$ cat src/rtl/regfile_write_arbiter.sv
// regfile_write_arbiter
//   Shares the single synchronous write port of a 2**A_WIDTH x D_WIDTH register file
//   between N_REQ write sources using masked round-robin arbitration, one grant per
//   clock. All outputs are registered and drive the register file pins directly.
//
// Optional feature: define REGFILE_ARB_LOCK_EN to add the lock port. A requester that
//   is currently granted, still requesting and holding lock wins again unconditionally
//   (back-to-back writes); the round-robin pointer does not move while it does.
//
// Ports
//   clk        posedge clock
//   clr        synchronous reset, active-high; drops any pending grant
//   req        per-requester write request
//   req_addr   packed target addresses, slice i = [i*A_WIDTH +: A_WIDTH]
//   req_data   packed write data, slice i = [i*D_WIDTH +: D_WIDTH]
//   lock       per-requester lock (REGFILE_ARB_LOCK_EN only)
//   gnt        one-hot grant, high for the cycle in which requester i's write issues
//   write      register file write enable
//   writeaddr  register file write address
//   data_in    register file write data
//   busy       registered: an eligible request was seen last cycle
module regfile_write_arbiter #(
  parameter int unsigned N_REQ   = 4,
  parameter int unsigned D_WIDTH = 8,
  parameter int unsigned A_WIDTH = 4
) (
  input  logic                       clk,
  input  logic                       clr,
  input  logic [N_REQ-1:0]           req,
  input  logic [N_REQ*A_WIDTH-1:0]   req_addr,
  input  logic [N_REQ*D_WIDTH-1:0]   req_data,
`ifdef REGFILE_ARB_LOCK_EN
  input  logic [N_REQ-1:0]           lock,
`endif
  output logic [N_REQ-1:0]           gnt,
  output logic                       write,
  output logic [A_WIDTH-1:0]         writeaddr,
  output logic [D_WIDTH-1:0]         data_in,
  output logic                       busy
);

  localparam int unsigned PtrW = (N_REQ > 1) ? $clog2(N_REQ) : 1;

  logic [PtrW-1:0]    ptr_q, ptr_d;
  logic [N_REQ-1:0]   gnt_q, gnt_d;
  logic               write_q;
  logic [A_WIDTH-1:0] waddr_q, waddr_d;
  logic [D_WIDTH-1:0] wdata_q, wdata_d;
  logic               busy_q;

  logic [N_REQ-1:0]   elig;
  logic [N_REQ-1:0]   lock_hold;
  logic               lock_hit;
  logic               win_found;
  logic [PtrW-1:0]    win_idx;
  logic [PtrW-1:0]    lock_idx;
  logic [PtrW:0]      scan_sum;
  logic [PtrW-1:0]    scan_idx;
  logic [PtrW:0]      ptr_inc;

  // The granted requester is masked so a held req is never granted twice in a row.
  assign elig = req & ~gnt_q;

`ifdef REGFILE_ARB_LOCK_EN
  assign lock_hold = gnt_q & req & lock;
`else
  assign lock_hold = '0;
`endif
  assign lock_hit = |lock_hold;

  always_comb begin
    win_found = 1'b0;
    win_idx   = '0;
    lock_idx  = '0;
    scan_sum  = '0;
    scan_idx  = '0;
    ptr_inc   = '0;
    gnt_d     = '0;
    waddr_d   = waddr_q;
    wdata_d   = wdata_q;
    ptr_d     = ptr_q;

    // gnt_q is one-hot, so at most one lock holder exists.
    for (int i = 0; i < N_REQ; i++) begin
      if (lock_hold[i]) lock_idx = PtrW'(i);
    end

    if (lock_hit) begin
      win_found = 1'b1;
      win_idx   = lock_idx;
    end else begin
      // Scan ptr, ptr+1, ... wrapping modulo N_REQ; first eligible wins.
      for (int k = 0; k < N_REQ; k++) begin
        scan_sum = {1'b0, ptr_q} + (PtrW+1)'(k);
        if (scan_sum >= (PtrW+1)'(N_REQ)) scan_sum = scan_sum - (PtrW+1)'(N_REQ);
        scan_idx = scan_sum[PtrW-1:0];
        if (!win_found && elig[scan_idx]) begin
          win_found = 1'b1;
          win_idx   = scan_idx;
        end
      end
    end

    if (win_found) begin
      gnt_d[win_idx] = 1'b1;
      for (int i = 0; i < N_REQ; i++) begin
        if (gnt_d[i]) begin
          waddr_d = req_addr[i*A_WIDTH +: A_WIDTH];
          wdata_d = req_data[i*D_WIDTH +: D_WIDTH];
        end
      end
      if (!lock_hit) begin
        ptr_inc = {1'b0, win_idx} + 1'b1;
        if (ptr_inc == (PtrW+1)'(N_REQ)) ptr_inc = '0;
        ptr_d = ptr_inc[PtrW-1:0];
      end
    end
  end

  always_ff @(posedge clk) begin
    if (clr) begin
      ptr_q   <= '0;
      gnt_q   <= '0;
      write_q <= 1'b0;
      waddr_q <= '0;
      wdata_q <= '0;
      busy_q  <= 1'b0;
    end else begin
      ptr_q   <= ptr_d;
      gnt_q   <= gnt_d;
      write_q <= win_found;
      waddr_q <= waddr_d;
      wdata_q <= wdata_d;
      busy_q  <= win_found;
    end
  end

  assign gnt       = gnt_q;
  assign write     = write_q;
  assign writeaddr = waddr_q;
  assign data_in   = wdata_q;
  assign busy      = busy_q;

endmodule

$ cat config.mk
export PLATFORM = sky130hd
export DESIGN_NAME = regfile_write_arbiter
export DESIGN_NICKNAME = d
export VERILOG_FILES = /design/src/rtl/regfile_write_arbiter.sv
export SDC_FILE = /design/constraint.sdc
export NUM_CORES = 1
export LEC_CHECK = 0
export BUFFER_PORTS_ARGS = -buffer_cell sky130_fd_sc_hd__buf_4
export CAP_MARGIN = 10
export CORE_MARGIN = 2
export CORE_UTILIZATION = 35
export DETAILED_ROUTE_END_ITERATION = 7
export PLACE_DENSITY = 0.64
export SLEW_MARGIN = 20
export SYNTH_ARGS = -nofsm -noshare
export SYNTH_HDL_FRONTEND = slang
export SYNTH_SLANG_ARGS = --single-unit
$ cat constraint.sdc
create_clock -name clk -period 3.3 [get_ports clk]
set_input_delay 0.495 -clock clk [delete_from_list [all_inputs] [get_ports clk]]
set_output_delay 0.495 -clock clk [all_outputs]
set_load 0.01 [all_outputs]
; Word-level counts from Yosys, hierarchy flattened
; Cells that the tools add are included.
[totals]
regBits = 19
inputBits = 54
output_inout_bits = 18
wordCells = 68
[classes]
n_addsub = 8
order_cmp = 10
n_eq_ne = 1
muxes = 31
bitwise = 3
reduce_logical = 10
[ops]
columns = operator, count
row1 = 2-to-1 mux 8 bit, 4
row2 = 2-to-1 mux 2 bit, 9
row3 = 2-to-1 mux 4 bit, 4
row4 = less-than comparator 2 x 3 -> 1 bit (second input constant), 5
row5 = >= comparator 3 bit (second input constant), 3
row6 = 2-to-1 mux 1 bit, 9
row7 = binary-select mux 1 bit (select 2 bit), 4
row8 = subtractor 2 x 1 -> 2 bit (second input constant), 4
row9 = adder 2 x 1 -> 3 bit (second input constant), 2
row10 = adder 2 x 2 -> 3 bit (second input constant), 2
row11 = bitwise AND 4 bit, 1
row12 = logical AND 1 bit, 4
row13 = NOT 4 bit, 1
row14 = nonzero test 4 bit, 1
row15 = == test 3 bit (second input constant), 1
row16 = >= comparator 2 x 3 -> 1 bit (second input constant), 1
row17 = zero test 1 bit, 3
row18 = demux 1 bit (select 2 bit), 1
row19 = >= comparator 2 x 1 -> 1 bit (second input constant), 1
row20 = AND reduction 2 bit, 1
row21 = OR reduction 2 bit, 1
row22 = NOT 1 bit, 1

; Longest topological paths before layout
[logic_depth]
depth_word = 22
mapped_depth = 10
ltp_nobuf = 8

; Least setup slack after synthesis
; Ideal clock, no wire load.
[synth_timing]
path_type = input-to-reg
from = input req[0]
to = register wdata_q[0] (netlist: data_in[0])
setup_ps = 143
arrival_time_ps = 2013
required_time_ps = 3157
setup_slack_ps = 1144
stages = 9
n_path_buf = 1
path_cell_list = nor2b_1 o21ai_0 a22oi_1 a21o_1 ha_1 buf_4 mux2_2 o21ai_0 a211oi_2
[synth_via]
elab_chain_cells = 20
word_cells_on_any_way = 33
cone_classes = order compare: 2 / mux: 21 / bitwise: 1 / reduce/logical: 9
[synth_rtl]
columns = element, line
row1 = "start, declared", 29  ; input logic [N_REQ-1:0] req,
row2 = bitwise AND 4 bit (*), 62  ; assign elig = req & ~gnt_q;
row3 = binary-select mux 1 bit (select 2 bit), 97  ; if (!win_found && elig[scan_idx]) begin
row4 = 2-to-1 mux 1 bit (not written as such), 97
row5 = 2-to-1 mux 1 bit, 97
row6 = zero test 1 bit, 97
row7 = logical AND 1 bit, 97
row8 = 2-to-1 mux 1 bit, 97
row9 = zero test 1 bit, 97
row10 = [... 2 more ...], n/a
row11 = zero test 1 bit, 97
row12 = logical AND 1 bit, 97
row13 = 2-to-1 mux 2 bit, 97
row14 = less-than comparator 2 x 3 -> 1 bit (not written as such) or >= comparator 2 x 1 -> 1 bit (tied branches), 105  ; gnt_d[win_idx] = 1'b1;
row15 = logical AND 1 bit (not written as such), 105
row16 = 2-to-1 mux 1 bit (not written as such), 105
row17 = demux 1 bit (select 2 bit), 105
row18 = 2-to-1 mux 8 bit (3 in series), 107  ; if (gnt_d[i]) begin
row19 = "end signal, assigned", 133  ; wdata_q <= wdata_d;
row20 = "end, declared", 48  ; logic [D_WIDTH-1:0] wdata_q, wdata_d;
; Mark *: on every way between the ends. The rest lies on a longest branch, timed or not. The select of a mux whose other input is x is not followed.
; A chain may end at the register's enable or synchronous reset.

; Worst setup path after layout
[layout_timing]
from = register gnt_q[0] (netlist: gnt[0])
to = register waddr_q[1] (netlist: writeaddr[1])
[layout_via]
elab_chain_cells = 21
word_cells_on_any_way = 34
cone_classes = order compare: 2 / mux: 21 / bitwise: 2 / reduce/logical: 9
[layout_rtl]
columns = element, line
row1 = "start, declared", 45  ; logic [N_REQ-1:0] gnt_q, gnt_d;
row2 = "start signal, assigned", 130  ; gnt_q <= gnt_d;
row3 = NOT 4 bit (*), 62
row4 = bitwise AND 4 bit (*), 62
row5 = binary-select mux 1 bit (select 2 bit), 97
row6 = 2-to-1 mux 1 bit (not written as such), 97
row7 = 2-to-1 mux 1 bit, 97
row8 = zero test 1 bit, 97
row9 = logical AND 1 bit, 97
row10 = 2-to-1 mux 1 bit, 97
row11 = [... 3 more ...], n/a
row12 = zero test 1 bit, 97
row13 = logical AND 1 bit, 97
row14 = 2-to-1 mux 2 bit, 97
row15 = less-than comparator 2 x 3 -> 1 bit (not written as such) or >= comparator 2 x 1 -> 1 bit (tied branches), 105
row16 = logical AND 1 bit (not written as such), 105
row17 = 2-to-1 mux 1 bit (not written as such), 105
row18 = demux 1 bit (select 2 bit), 105
row19 = 2-to-1 mux 4 bit (3 in series), 107
row20 = "end signal, assigned", 132  ; waddr_q <= waddr_d;
row21 = "end, declared", 47  ; logic [A_WIDTH-1:0] waddr_q, waddr_d;
; Marked as above.

==> flow_summary_export.csv <==
group,metric,value,unit
synth,synthDominantCellAreaShare,29.8,%
timing,timing.setup.tns,0,ps
worst_setup_path,cp.depth,8,
route,routed_wirelength,3390,µm
pwr,sw_frac_of_total,40.0,%
cts,cts-hold-fix-buffers,0,
timing,max_freq,410,MHz
pwr,power.internal,689,µW
cts,cts_inserted_buffers,3,
pwr,irDropWorstVdd,233,µV
cts,clkSlewWorstSetupHoldPaths,120,ps
min_path,source_of_the_worst_hold_timing_path,"writeaddr[0]$_SDFFE_PP0P_",
synth,synthTopCellsByArea,"sky130_fd_sc_hd__dfxtp_1 30%, sky130_fd_sc_hd__mux2_2 11%, sky130_fd_sc_hd__a211oi_2 8.8%",
floorplanning,top_level_ports,72,
route,firstDrtPassIters,4,
cts,post_cts_buffers,0,
cts,cts_tree,"done",
synth,synthDominantAreaCellType,"sky130_fd_sc_hd__dfxtp_1",
floorplanning,initial_core_util,37.3,%
pwr,power.share.clock,11.0,%
worst_setup_path,cpLargestDelayFamily,"compound AO/OA/AOI/OAI gates",
worst_setup_path,timing.rr.start,"gnt[0]$_SDFF_PP0_",
worst_setup_path,crit_arrival,2630,ps
global_route,grt_pass1_vias,1217,
global_route,grt_remaining_overflow,0,
pwr,static-leakage-power,0.000847,µW
worst_setup_path,crit_chain,"nand2b_1, mux2i_1, a32oi_1, and2_1, ha_1, mux2_2, o21ai_0, a211oi_2",
synth,syn_inst,149,
cts,worstSkewPairLatency,300,ps
worst_setup_path,crit_slowest_cell,"sky130_fd_sc_hd__ha_1",
timing,rsz_0062_raised_after_global_routing,"false",
pwr,net_switching_power,460,µW
layout,nFillCells,350,
route,route.vias.total,1265,
placement,detailed_place.area,1790,µm²
timing,slew_headroom,49.5,%
cts,ctsRootBufferMaster,"sky130_fd_sc_hd__clkbuf_4",
placement,place.detailed.instances,255,
worst_setup_path,worstSetupStartpoint,"gnt[0]$_SDFF_PP0_",
timing,timing_max_transition_violations_final,0,
route,detailed_route_wire_length_per_cell,13.1,µm
timing,final_min_period_over_clock_period,73.9,%
flow_run,drv.max_cap_violation_count,0,
timing,max_slew.worst_pin.slew,758,ps
floorplanning,die_x,64.4,µm
timing,final_hold_viol_count,0,
worst_setup_path,path_max_fanout,13,
timing,post-route-min-period,2440,ps
synth,synth.yosys.warnings,0,
pwr,p_seq_share,31.3,%
layout,num_antenna_cells,0,
placement,post-dp-hpwl,2580,µm
global_route,grt_pass1_wl,5510,µm
global_route,global_route.usage.total,16.8,%
layout,drive_above_1_share,51.2,%
layout,final_cell_area,1820,µm²
synth,yosys_register_bits,19,
synth,synth_fp_nets,207,
synth,yosys.cell_types.count,29,
synth,synth_flop_cell,"sky130_fd_sc_hd__dfxtp_1",
placement,gpl.final_weighted_congestion,0.737,
floorplanning,fp-row-count,21,
route,detailed_route_vias_per_instance,4.88,
worst_setup_path,data_required_time_at_the_worst_endpoint,3490,ps
layout,area_delta_synth_final,42.7,%
global_route,largest_net_degree_at_the_start_of_global_routing,26,
synth,ys_seq_area_share,29.8,%
timing,setup_viol,0,
worst_setup_path,cp_num_buf_inv,0,
cts,numClockSinks,19,
placement,place.port_buffers,71,
cts,cts_buffer_depth,2,
floorplanning,standard_cell_core_area,3420,µm²
synth,synthesis.area_per_instance,8.56,µm²
worst_setup_path,ff2ff_path_depth,8,
layout,post_layout_nonfiller_instances,259,
worst_setup_path,critical-path-max-stage-delay,550,ps
floorplanning,die_y,64.4,µm
min_path,holdPathStages,2,
pwr,part_of_the_total_power_dissipated_in_combinational_logic,57.6,%
cts,cts-resized-gates,0,
pwr,pwr_density_cell,632,nW/µm²
synth,synth_async_sr_flop_share,0,%
layout,layout_net_count,272,
timing,clock_skew,3.13,ps
route,detail_route.iter0.violations,32,
global_route,grt_antenna_before_repair,0,
route,final_antenna_net_count,0,
run_status,outcome,"completed",
worst_setup_path,criticalPathCategory,"reg2reg",
synth,synth-edff-count,0,
worst_setup_path,worstSetupEndpointType,"register",
floorplanning,die_area,4140,µm²
synth,mappedNetlistArea,1270,µm²
min_path,hold_path.class,"reg2reg",
worst_setup_path,crit_path_start_kind,"register",
route,drc,0,
cts,htree_depth,1,
[metal layers]
layer	vias to the layer above	routed length, µm	track usage (%)
met5	-	0	0
met4	0	28	3.99
met3	4	229	4.05
met2	42	1650	28.6
met1	573	1490	21.4
li1	646	-	-
[final timing paths]
kind	to	slack, ps
worst min-delay path	writeaddr[0]$_SDFFE_PP0P_	510
worst max register to register	writeaddr[1]$_SDFFE_PP0P_	860
worst max-delay path	writeaddr[1]$_SDFFE_PP0P_	860
worst min register to register	writeaddr[0]$_SDFFE_PP0P_	510
[worst min-delay path, cell delays in order, from the launching register on]
cell	delay, ps
sky130_fd_sc_hd__dfxtp_1	330
sky130_fd_sc_hd__nor2_1	90
sky130_fd_sc_hd__a211oi_1	50
[cell type report]
class	instances	area, µm²	share of cell area [%]
multi-input cells	105	762	41.9
inverters	13	48.8	2.68
flip-flops and latches	19	380	20.9
well taps	46	57.6	3.16
repair buffers	72	541	29.7
clock inverters	1	7.51	0.413
clock buffers	3	22.5	1.24
[stage by stage]
| step | hold WS (ps) | worst slack [ps] | util, % | total power, µW |
|---|---|---|---|---|
| after CTS | 512 | 863 | 53.3 | 1160 |
| final | 507 | 860 | 53.3 | 1150 |
| after global routing | 516 | 651 | 53.3 | 1250 |
| after detailed placement | 495 | 653 | 52.4 | 1030 |
| after floorplan | 491 | 1140 | - | 818 |
| after global placement | 497 | 744 | 52.4 | 1010 |
[cell usage in the layout, fill, tap and decap left out, types with 2 or more instances in the layout]
master,instances
sky130_fd_sc_hd__and2_1,6
sky130_fd_sc_hd__a21oi_1,18
sky130_fd_sc_hd__clkbuf_4,3
sky130_fd_sc_hd__nand2b_1,2
sky130_fd_sc_hd__nor2_1,13
sky130_fd_sc_hd__mux2_2,12
sky130_fd_sc_hd__buf_4,72
sky130_fd_sc_hd__a21oi_2,9
sky130_fd_sc_hd__a211oi_2,9
sky130_fd_sc_hd__dfxtp_1,19
sky130_fd_sc_hd__nand2_1,4
sky130_fd_sc_hd__inv_1,13
sky130_fd_sc_hd__ha_1,4
sky130_fd_sc_hd__o21ai_0,14
sky130_fd_sc_hd__a211oi_1,3
[synth_stat cells (2+ instances only)]
master / number
sky130_fd_sc_hd__nand2b_1: 2
sky130_fd_sc_hd__a211oi_2: 9
sky130_fd_sc_hd__clkbuf_1: 4
sky130_fd_sc_hd__dfxtp_1: 19
sky130_fd_sc_hd__o21ai_0: 14
sky130_fd_sc_hd__nor2_1: 13
sky130_fd_sc_hd__buf_4: 3
sky130_fd_sc_hd__inv_1: 13
sky130_fd_sc_hd__a21oi_2: 9
sky130_fd_sc_hd__nand2_1: 4
sky130_fd_sc_hd__ha_1: 4
sky130_fd_sc_hd__a211oi_1: 3
sky130_fd_sc_hd__buf_2: 3
sky130_fd_sc_hd__mux2_2: 12
sky130_fd_sc_hd__a21oi_1: 18
sky130_fd_sc_hd__and2_1: 6
[power groups by stage]
| stage | Combinational, µW | Sequential [µW] | Clock, µW |
|---|---|---|---|
| 2_1_floorplan | 430 | 388 | 0 |
| 3_3_place_gp | 655 | 359 | 0 |
| 3_5_place_dp | 668 | 363 | 0 |
| 4_1_cts | 670 | 359 | 130 |
| 5_1_grt | 735 | 370 | 143 |
| 6_report | 663 | 360 | 127 |
[kinds of logic after synthesis]
logic type               after synthesis  share of synthesized area, %
AO/OA/AOI/OAI                         57                          31.6
AND/OR/NAND/NOR                       31                          12.9
buffers and inverters                 25                          10.4
flip-flops                            19                          29.8
multiplexers                          13                          11.4
adder cells (fa/ha/maj)                4                          3.93
[state kept, by name, summed over array words and instances (netlist names)]
name       flops
data_in        8
gnt            4
writeaddr      4
ptr_q          2
busy           1
No activity file was read; power rests on OpenSTA's default activity.
